File: config.mk
export PLATFORM = sky130hd
export DESIGN_NAME = ws2812_frame_scanner_flat
export DESIGN_NICKNAME = d
export VERILOG_FILES = /design/src/rtl/ws2812_frame_scanner_if.sv /design/src/rtl/ws2812_frame_scanner.sv /design/src/flat_wrapper.sv
export SDC_FILE = /design/constraint.sdc
export NUM_CORES = 1
export LEC_CHECK = 0
export CORE_UTILIZATION = 40
export DETAILED_ROUTE_END_ITERATION = 12
export GPL_ROUTABILITY_DRIVEN = 0
export PLACE_DENSITY = 0.76
export SETUP_SLACK_MARGIN = 0.3
export SKIP_LAST_GASP = 1
export SYNTH_ARGS = -nofsm -noshare
export SYNTH_HDL_FRONTEND = slang
export SYNTH_SLANG_ARGS = --single-unit
File: constraint.sdc
create_clock -name clk -period 2.9 [get_ports clk]
set_input_delay 0.58 -clock clk [delete_from_list [all_inputs] [get_ports clk]]
set_output_delay 0.58 -clock clk [all_outputs]
set_load 0.02 [all_outputs]
File: src/rtl/ws2812_frame_scanner_if.sv
// Bundle of the scanner's start/host/framebuffer/serializer signals.
// The master modport is the scanner side; slave is the surrounding system.
interface ws2812_frame_scanner_if;
    logic        start;
    logic        clear_req;
    logic        clear_ack;
    logic        host_wr_req;
    logic [7:0]  host_row;
    logic [7:0]  host_column;
    logic        host_wr_ack;
    logic [7:0]  mem_row;
    logic [7:0]  mem_column;
    logic [7:0]  mem_r;
    logic [7:0]  mem_g;
    logic [7:0]  mem_b;
    logic        mem_write;
    logic        mem_clear;
    logic [23:0] pix_data;
    logic        pix_valid;
    logic        pix_ready;
    logic        busy;
    logic        frame_done;

    modport master (
        input  start, clear_req, host_wr_req, host_row, host_column,
               mem_r, mem_g, mem_b, pix_ready,
        output clear_ack, host_wr_ack, mem_row, mem_column, mem_write,
               mem_clear, pix_data, pix_valid, busy, frame_done
    );

    modport slave (
        output start, clear_req, host_wr_req, host_row, host_column,
               mem_r, mem_g, mem_b, pix_ready,
        input  clear_ack, host_wr_ack, mem_row, mem_column, mem_write,
               mem_clear, pix_data, pix_valid, busy, frame_done
    );
endinterface

File: src/rtl/ws2812_frame_scanner.sv
// Frame scanner for the ws2812 matrix: walks pixels in chain order, feeds GRB words to the
// serializer, holds the latch gap, and admits host writes/clears only between frames.
module ws2812_frame_scanner #(
    parameter int WIDTH        = 32,
    parameter int HEIGHT       = 16,
    parameter int SERPENTINE   = 1,
    parameter int LATCH_CYCLES = 4000
) (
    input  logic                    clk,
    input  logic                    rst_n,
    ws2812_frame_scanner_if.master  bus
);

    localparam int XW = (WIDTH > 1)        ? $clog2(WIDTH)        : 1;
    localparam int YW = (HEIGHT > 1)       ? $clog2(HEIGHT)       : 1;
    localparam int CW = (LATCH_CYCLES > 1) ? $clog2(LATCH_CYCLES) : 1;

    localparam logic [XW-1:0] X_LAST     = XW'(WIDTH - 1);
    localparam logic [YW-1:0] Y_LAST     = YW'(HEIGHT - 1);
    localparam logic [CW-1:0] LATCH_LOAD = CW'(LATCH_CYCLES - 1);

    localparam logic [2:0] S_IDLE    = 3'd0;
    localparam logic [2:0] S_FETCH   = 3'd1;
    localparam logic [2:0] S_PRESENT = 3'd2;
    localparam logic [2:0] S_LATCH   = 3'd3;
    localparam logic [2:0] S_HW_ADDR = 3'd4;
    localparam logic [2:0] S_HW_STRB = 3'd5;
    localparam logic [2:0] S_CLR     = 3'd6;

    logic [2:0]    state;
    logic [XW-1:0] x;
    logic [YW-1:0] y;
    logic [CW-1:0] latch_cnt;
    logic          start_pending;
    logic          ret_latch;
    logic [7:0]    hw_row;
    logic [7:0]    hw_col;
    logic [23:0]   pix_data_q;
    logic          pix_valid_q;
    logic          frame_done_q;
    logic [XW-1:0] scan_col;

    // Odd rows run right-to-left on a serpentine-wired panel.
    always_comb begin
        scan_col = x;
        if (SERPENTINE != 0 && y[0]) begin
            scan_col = X_LAST - x;
        end
    end

    always_comb begin
        bus.mem_row    = 8'd0;
        bus.mem_column = 8'd0;
        case (state)
            S_FETCH: begin
                bus.mem_row    = 8'(y);
                bus.mem_column = 8'(scan_col);
            end
            S_HW_ADDR, S_HW_STRB: begin
                bus.mem_row    = hw_row;
                bus.mem_column = hw_col;
            end
            default: begin
                bus.mem_row    = 8'd0;
                bus.mem_column = 8'd0;
            end
        endcase
    end

    assign bus.mem_write   = (state == S_HW_STRB);
    assign bus.host_wr_ack = (state == S_HW_STRB);
    assign bus.mem_clear   = (state == S_CLR);
    assign bus.clear_ack   = (state == S_CLR);
    assign bus.busy        = (state == S_FETCH) || (state == S_PRESENT) || (state == S_LATCH);
    assign bus.pix_data    = pix_data_q;
    assign bus.pix_valid   = pix_valid_q;
    assign bus.frame_done  = frame_done_q;

    // ret_latch remembers whether a host access interrupted the latch gap, so the frozen
    // counter resumes there instead of dropping straight back to IDLE.
    always_ff @(posedge clk or negedge rst_n) begin
        if (!rst_n) begin
            state         <= S_IDLE;
            x             <= '0;
            y             <= '0;
            latch_cnt     <= '0;
            start_pending <= 1'b0;
            ret_latch     <= 1'b0;
            hw_row        <= 8'd0;
            hw_col        <= 8'd0;
            pix_data_q    <= 24'd0;
            pix_valid_q   <= 1'b0;
            frame_done_q  <= 1'b0;
        end else begin
            frame_done_q <= 1'b0;
            if (bus.start) begin
                start_pending <= 1'b1;
            end
            case (state)
                S_IDLE: begin
                    if (bus.clear_req) begin
                        state     <= S_CLR;
                        ret_latch <= 1'b0;
                    end else if (bus.host_wr_req) begin
                        state     <= S_HW_ADDR;
                        ret_latch <= 1'b0;
                        hw_row    <= bus.host_row;
                        hw_col    <= bus.host_column;
                    end else if (start_pending) begin
                        state         <= S_FETCH;
                        start_pending <= bus.start;
                    end
                end
                S_FETCH: begin
                    pix_data_q  <= {bus.mem_g, bus.mem_r, bus.mem_b};
                    pix_valid_q <= 1'b1;
                    state       <= S_PRESENT;
                end
                S_PRESENT: begin
                    if (pix_valid_q && bus.pix_ready) begin
                        pix_valid_q <= 1'b0;
                        if (x == X_LAST) begin
                            x <= '0;
                            if (y == Y_LAST) begin
                                y         <= '0;
                                latch_cnt <= LATCH_LOAD;
                                state     <= S_LATCH;
                            end else begin
                                y     <= y + 1'b1;
                                state <= S_FETCH;
                            end
                        end else begin
                            x     <= x + 1'b1;
                            state <= S_FETCH;
                        end
                    end
                end
                S_LATCH: begin
                    if (bus.clear_req) begin
                        state     <= S_CLR;
                        ret_latch <= 1'b1;
                    end else if (bus.host_wr_req) begin
                        state     <= S_HW_ADDR;
                        ret_latch <= 1'b1;
                        hw_row    <= bus.host_row;
                        hw_col    <= bus.host_column;
                    end else if (latch_cnt == '0) begin
                        state        <= S_IDLE;
                        frame_done_q <= 1'b1;
                    end else begin
                        latch_cnt <= latch_cnt - 1'b1;
                    end
                end
                S_HW_ADDR: begin
                    state <= S_HW_STRB;
                end
                S_HW_STRB, S_CLR: begin
                    state <= ret_latch ? S_LATCH : S_IDLE;
                end
                default: begin
                    state <= S_IDLE;
                end
            endcase
        end
    end

endmodule

File: src/flat_wrapper.sv
// flat-port wrapper written by rule: the top's interface ports become plain ports
module ws2812_frame_scanner_flat 
#(
    parameter int WIDTH        = 32,
    parameter int HEIGHT       = 16,
    parameter int SERPENTINE   = 1,
    parameter int LATCH_CYCLES = 4000
)
  (clk, rst_n, bus_start, bus_clear_req, bus_host_wr_req, bus_host_row, bus_host_column, bus_mem_r, bus_mem_g, bus_mem_b, bus_pix_ready, bus_clear_ack, bus_host_wr_ack, bus_mem_row, bus_mem_column, bus_mem_write, bus_mem_clear, bus_pix_data, bus_pix_valid, bus_busy, bus_frame_done);
  ws2812_frame_scanner_if bus_i ();
  input  logic clk;
  input  logic rst_n;
  input wire logic [$bits(bus_i.start)-1:0] bus_start;
  input wire logic [$bits(bus_i.clear_req)-1:0] bus_clear_req;
  input wire logic [$bits(bus_i.host_wr_req)-1:0] bus_host_wr_req;
  input wire logic [$bits(bus_i.host_row)-1:0] bus_host_row;
  input wire logic [$bits(bus_i.host_column)-1:0] bus_host_column;
  input wire logic [$bits(bus_i.mem_r)-1:0] bus_mem_r;
  input wire logic [$bits(bus_i.mem_g)-1:0] bus_mem_g;
  input wire logic [$bits(bus_i.mem_b)-1:0] bus_mem_b;
  input wire logic [$bits(bus_i.pix_ready)-1:0] bus_pix_ready;
  output wire logic [$bits(bus_i.clear_ack)-1:0] bus_clear_ack;
  output wire logic [$bits(bus_i.host_wr_ack)-1:0] bus_host_wr_ack;
  output wire logic [$bits(bus_i.mem_row)-1:0] bus_mem_row;
  output wire logic [$bits(bus_i.mem_column)-1:0] bus_mem_column;
  output wire logic [$bits(bus_i.mem_write)-1:0] bus_mem_write;
  output wire logic [$bits(bus_i.mem_clear)-1:0] bus_mem_clear;
  output wire logic [$bits(bus_i.pix_data)-1:0] bus_pix_data;
  output wire logic [$bits(bus_i.pix_valid)-1:0] bus_pix_valid;
  output wire logic [$bits(bus_i.busy)-1:0] bus_busy;
  output wire logic [$bits(bus_i.frame_done)-1:0] bus_frame_done;
  assign bus_i.start = bus_start;
  assign bus_i.clear_req = bus_clear_req;
  assign bus_i.host_wr_req = bus_host_wr_req;
  assign bus_i.host_row = bus_host_row;
  assign bus_i.host_column = bus_host_column;
  assign bus_i.mem_r = bus_mem_r;
  assign bus_i.mem_g = bus_mem_g;
  assign bus_i.mem_b = bus_mem_b;
  assign bus_i.pix_ready = bus_pix_ready;
  assign bus_clear_ack = bus_i.clear_ack;
  assign bus_host_wr_ack = bus_i.host_wr_ack;
  assign bus_mem_row = bus_i.mem_row;
  assign bus_mem_column = bus_i.mem_column;
  assign bus_mem_write = bus_i.mem_write;
  assign bus_mem_clear = bus_i.mem_clear;
  assign bus_pix_data = bus_i.pix_data;
  assign bus_pix_valid = bus_i.pix_valid;
  assign bus_busy = bus_i.busy;
  assign bus_frame_done = bus_i.frame_done;
  ws2812_frame_scanner #(.WIDTH(WIDTH), .HEIGHT(HEIGHT), .SERPENTINE(SERPENTINE), .LATCH_CYCLES(LATCH_CYCLES)) u_core (.clk(clk), .rst_n(rst_n), .bus(bus_i));
endmodule
==> reports/summary.txt <==
Synth Cell Area = 3310 um^2
Worst R2R Start = u_core.latch_cnt[8]
Reg-to-reg critical path endpoint = u_core.latch_cnt[2]
Syn nets = 333
Synth top area share = 0.514
Area post-placement = 4320 um^2
Asr flop ratio synth = 1.00
Clk slew on worst S/H paths = 80 ps
Initial antenna violation count = 0
Port Buf Inserts = 92
Clock Latency Late Sink = 350 ps
Total Wirelength = 7270 um
FP Rows = 32
Syn-to-layout area delta = 37.9%
Minimum clock period = 2510 ps
Skew final = 9.40 ps
Hold Vio Cnt, Final = 0
Initial core utilization = 0.422
Vias in the first global route = 2631
Final setup TNS = 0 ps
DRT iter0 DRCs = 67
Register area share after synthesis = 0.514
First-pass GRT wire length = 12100 um
Syn Inst Count = 282
H-tree level count = 3
#FFs+latches synth = 68
Vias/cell = 5.34
RSZ-0062 raised after global routing = no
Largest net degree at the start of global routing = 41
Class of the most critical setup path = reg -> out
CTS Buf Count = 9
Lkg Pwr = 0.00209 uW
Final Instance Area = 4570 um^2
Synth Warn # = 0
Slew Viols, Final = 0
MaxCap Viol Count = 0
FMAX = 398 MHz
# setup viols final = 0
Number of post-CTS setup repair buffers = 0
CTS tree = built
Outcome = complete, no violations
Die H = 93.0 um
CP cell instances = inv_1 -> and3_4 -> a22o_1 -> clkdlybuf4s50_1
Worst-case reg-to-reg path depth = 4
WP data arrival = 1930 ps
Most frequent cells in the layout = clkdlybuf4s50_1, dfrtp_1, mux2_2
Power Dens Cells = 988 nW/um^2
Hold Buf Count CTS = 0
Clock Tree Root = clkbuf_8
Post-route clock period utilization = 0.866
CP max stage cell = clkdlybuf4s50_1
Peak supply drop = 0.000453 V
Crit Path Max Fanout = 12
DRC viols = 0
Rel. slew slack = 0.483
Crit start category = register
Most common cell after layout, fill and taps aside = clkdlybuf4s50_1
Multi-input gate area = 1460 um^2
Routed len/inst = 15.1 um
Worst Tran Pin Value = 774 ps
Die width = 93.0 um
Library cells used by synthesis = 53
Max incr delay on CP = 590 ps
Ant diodes = 0
Floorplan core area = 7850 um^2
Sink Count = 68
Nets = 427
Synth Area per Inst = 11.7 um^2
Worst min path class = in -> async
Pre-antenna DRT Iters = 4
Final HPWL from detailed placement = 5250 um
Io pins = 93
Fill count = 664
Sequential cell area = 1700 um^2
Max Root-Sink Buffers = 2
Die ar. = 8650 um^2
GRT overflow = 0
Yosys top cell by area = dfrtp_1
Post-DRT Antenna Nets = 0
Worst R2R Setup Slack = 550 ps
Setup crit end kind = output pin
Gr usage total = 0.178
Synth top area cells = dfrtp_1, mux2_2, a22o_1
Layout cell share with drive strength beyond 1 = 0.215
Dominant synthesized flop cell = dfrtp_1
EDFF count, synth = 0
Total number of vias = 2581
Crit path required time = 2320 ps
[cell usage after synthesis, types with 2 or more instances]
cell	count
a21o_1	2
a21oi_1	4
a221oi_1	4
a22o_1	11
a31oi_1	4
and2_1	2
and3_1	11
buf_2	7
buf_4	2
buf_6	2
clkbuf_1	6
dfrtp_1	68
ha_1	5
inv_1	9
mux2_2	45
nand2_1	13
nand2b_1	3
nand3_1	5
nand4_1	3
nor2_1	12
nor3_1	11
nor3b_1	2
nor4_1	5
o21ai_0	7
o221a_2	2
o31ai_1	3
or4_1	2
or4_2	2
xnor2_1	2
xor2_1	5
[layer usage]
metal	GRT usage	part of all wire
met5	0	0
met4	0.0500	0.0087
met3	0.0528	0.056
met2	0.304	0.49
met1	0.219	0.45
[sequential cells by signal (all words and copies together) (netlist names)]
register	cells
u_core.bus.pix_data	24
u_core.state	3
u_core.start_pending	1
u_core.hw_row	8
u_core.hw_col	8
u_core.bus.pix_valid	1
u_core.latch_cnt	12
u_core.bus.frame_done	1
u_core.ret_latch	1
u_core.x	5
u_core.y	4
[power by group]
group          internal [uW]  switching, uW
Sequential              1350            283
Combinational           1080            948
Clock                    489            361
[how the worst max path moves through the flow]
stage | start | to | depth (start not counted) | slack, ps
floorplan | u_core.state[2] | bus_mem_column[0] | 6 | 730
global route | u_core.state[1] | bus_mem_row[1] | 4 | 310
finish | u_core.state[1] | bus_mem_row[1] | 4 | 390
detailed placement | bus_clear_req | u_core.latch_cnt[7] | 5 | 450
global placement | bus_clear_req | u_core.latch_cnt[11] | 5 | 510
CTS | u_core.state[1] | bus_clear_ack | 4 | 300
[cell type report]
type | count | share of cell area
clock buffers | 11 | 0.0288
clock inverters | 5 | 0.0189
inverters | 9 | 0.00740
multi-input cells | 186 | 0.320
flip-flops and latches | 68 | 0.373
well taps | 102 | 0.0279
repair buffers | 102 | 0.224
[metrics by stage]
| step | utilization | std cells | setup slack (ps) | hold slack [ps] | power, uW |
|---|---|---|---|---|---|
| 6_report | 0.582 | 483 | 387 | 246 | 4510 |
| 5_1_grt | 0.582 | 483 | 313 | 296 | 4800 |
| 4_1_cts | 0.579 | 483 | 305 | 263 | 4560 |
| 3_5_place_dp | 0.551 | 467 | 450 | 489 | 3690 |
| 3_3_place_gp | 0.551 | 467 | 508 | 480 | 3630 |
| 2_1_floorplan | - | 282 | 732 | 284 | 2840 |
[worst max-delay path: cells and delay by family (launching register included)]
family                 cells  cell delay (ps)
AND/OR/NAND/NOR            1              270
flip-flops                 1              490
AO/OA/AOI/OAI              1              140
buffers and inverters      2              690
[what timing repair did]
item | 4_1_cts | 5_1_grt
cloned | 0 | 0
gates resized for setup | 4 | 10
setup endpoints to repair | 11 | 10
[logic make-up after synthesis]
logic type,Yosys count,synth area share
simple gates,81,0.138
mux,45,0.153
buf+inv,28,0.0465
compound gates,48,0.111
flops,68,0.514
fa+ha+maj,5,0.0189
xor+xnor,7,0.0185
(Power assumes the default switching activity.)
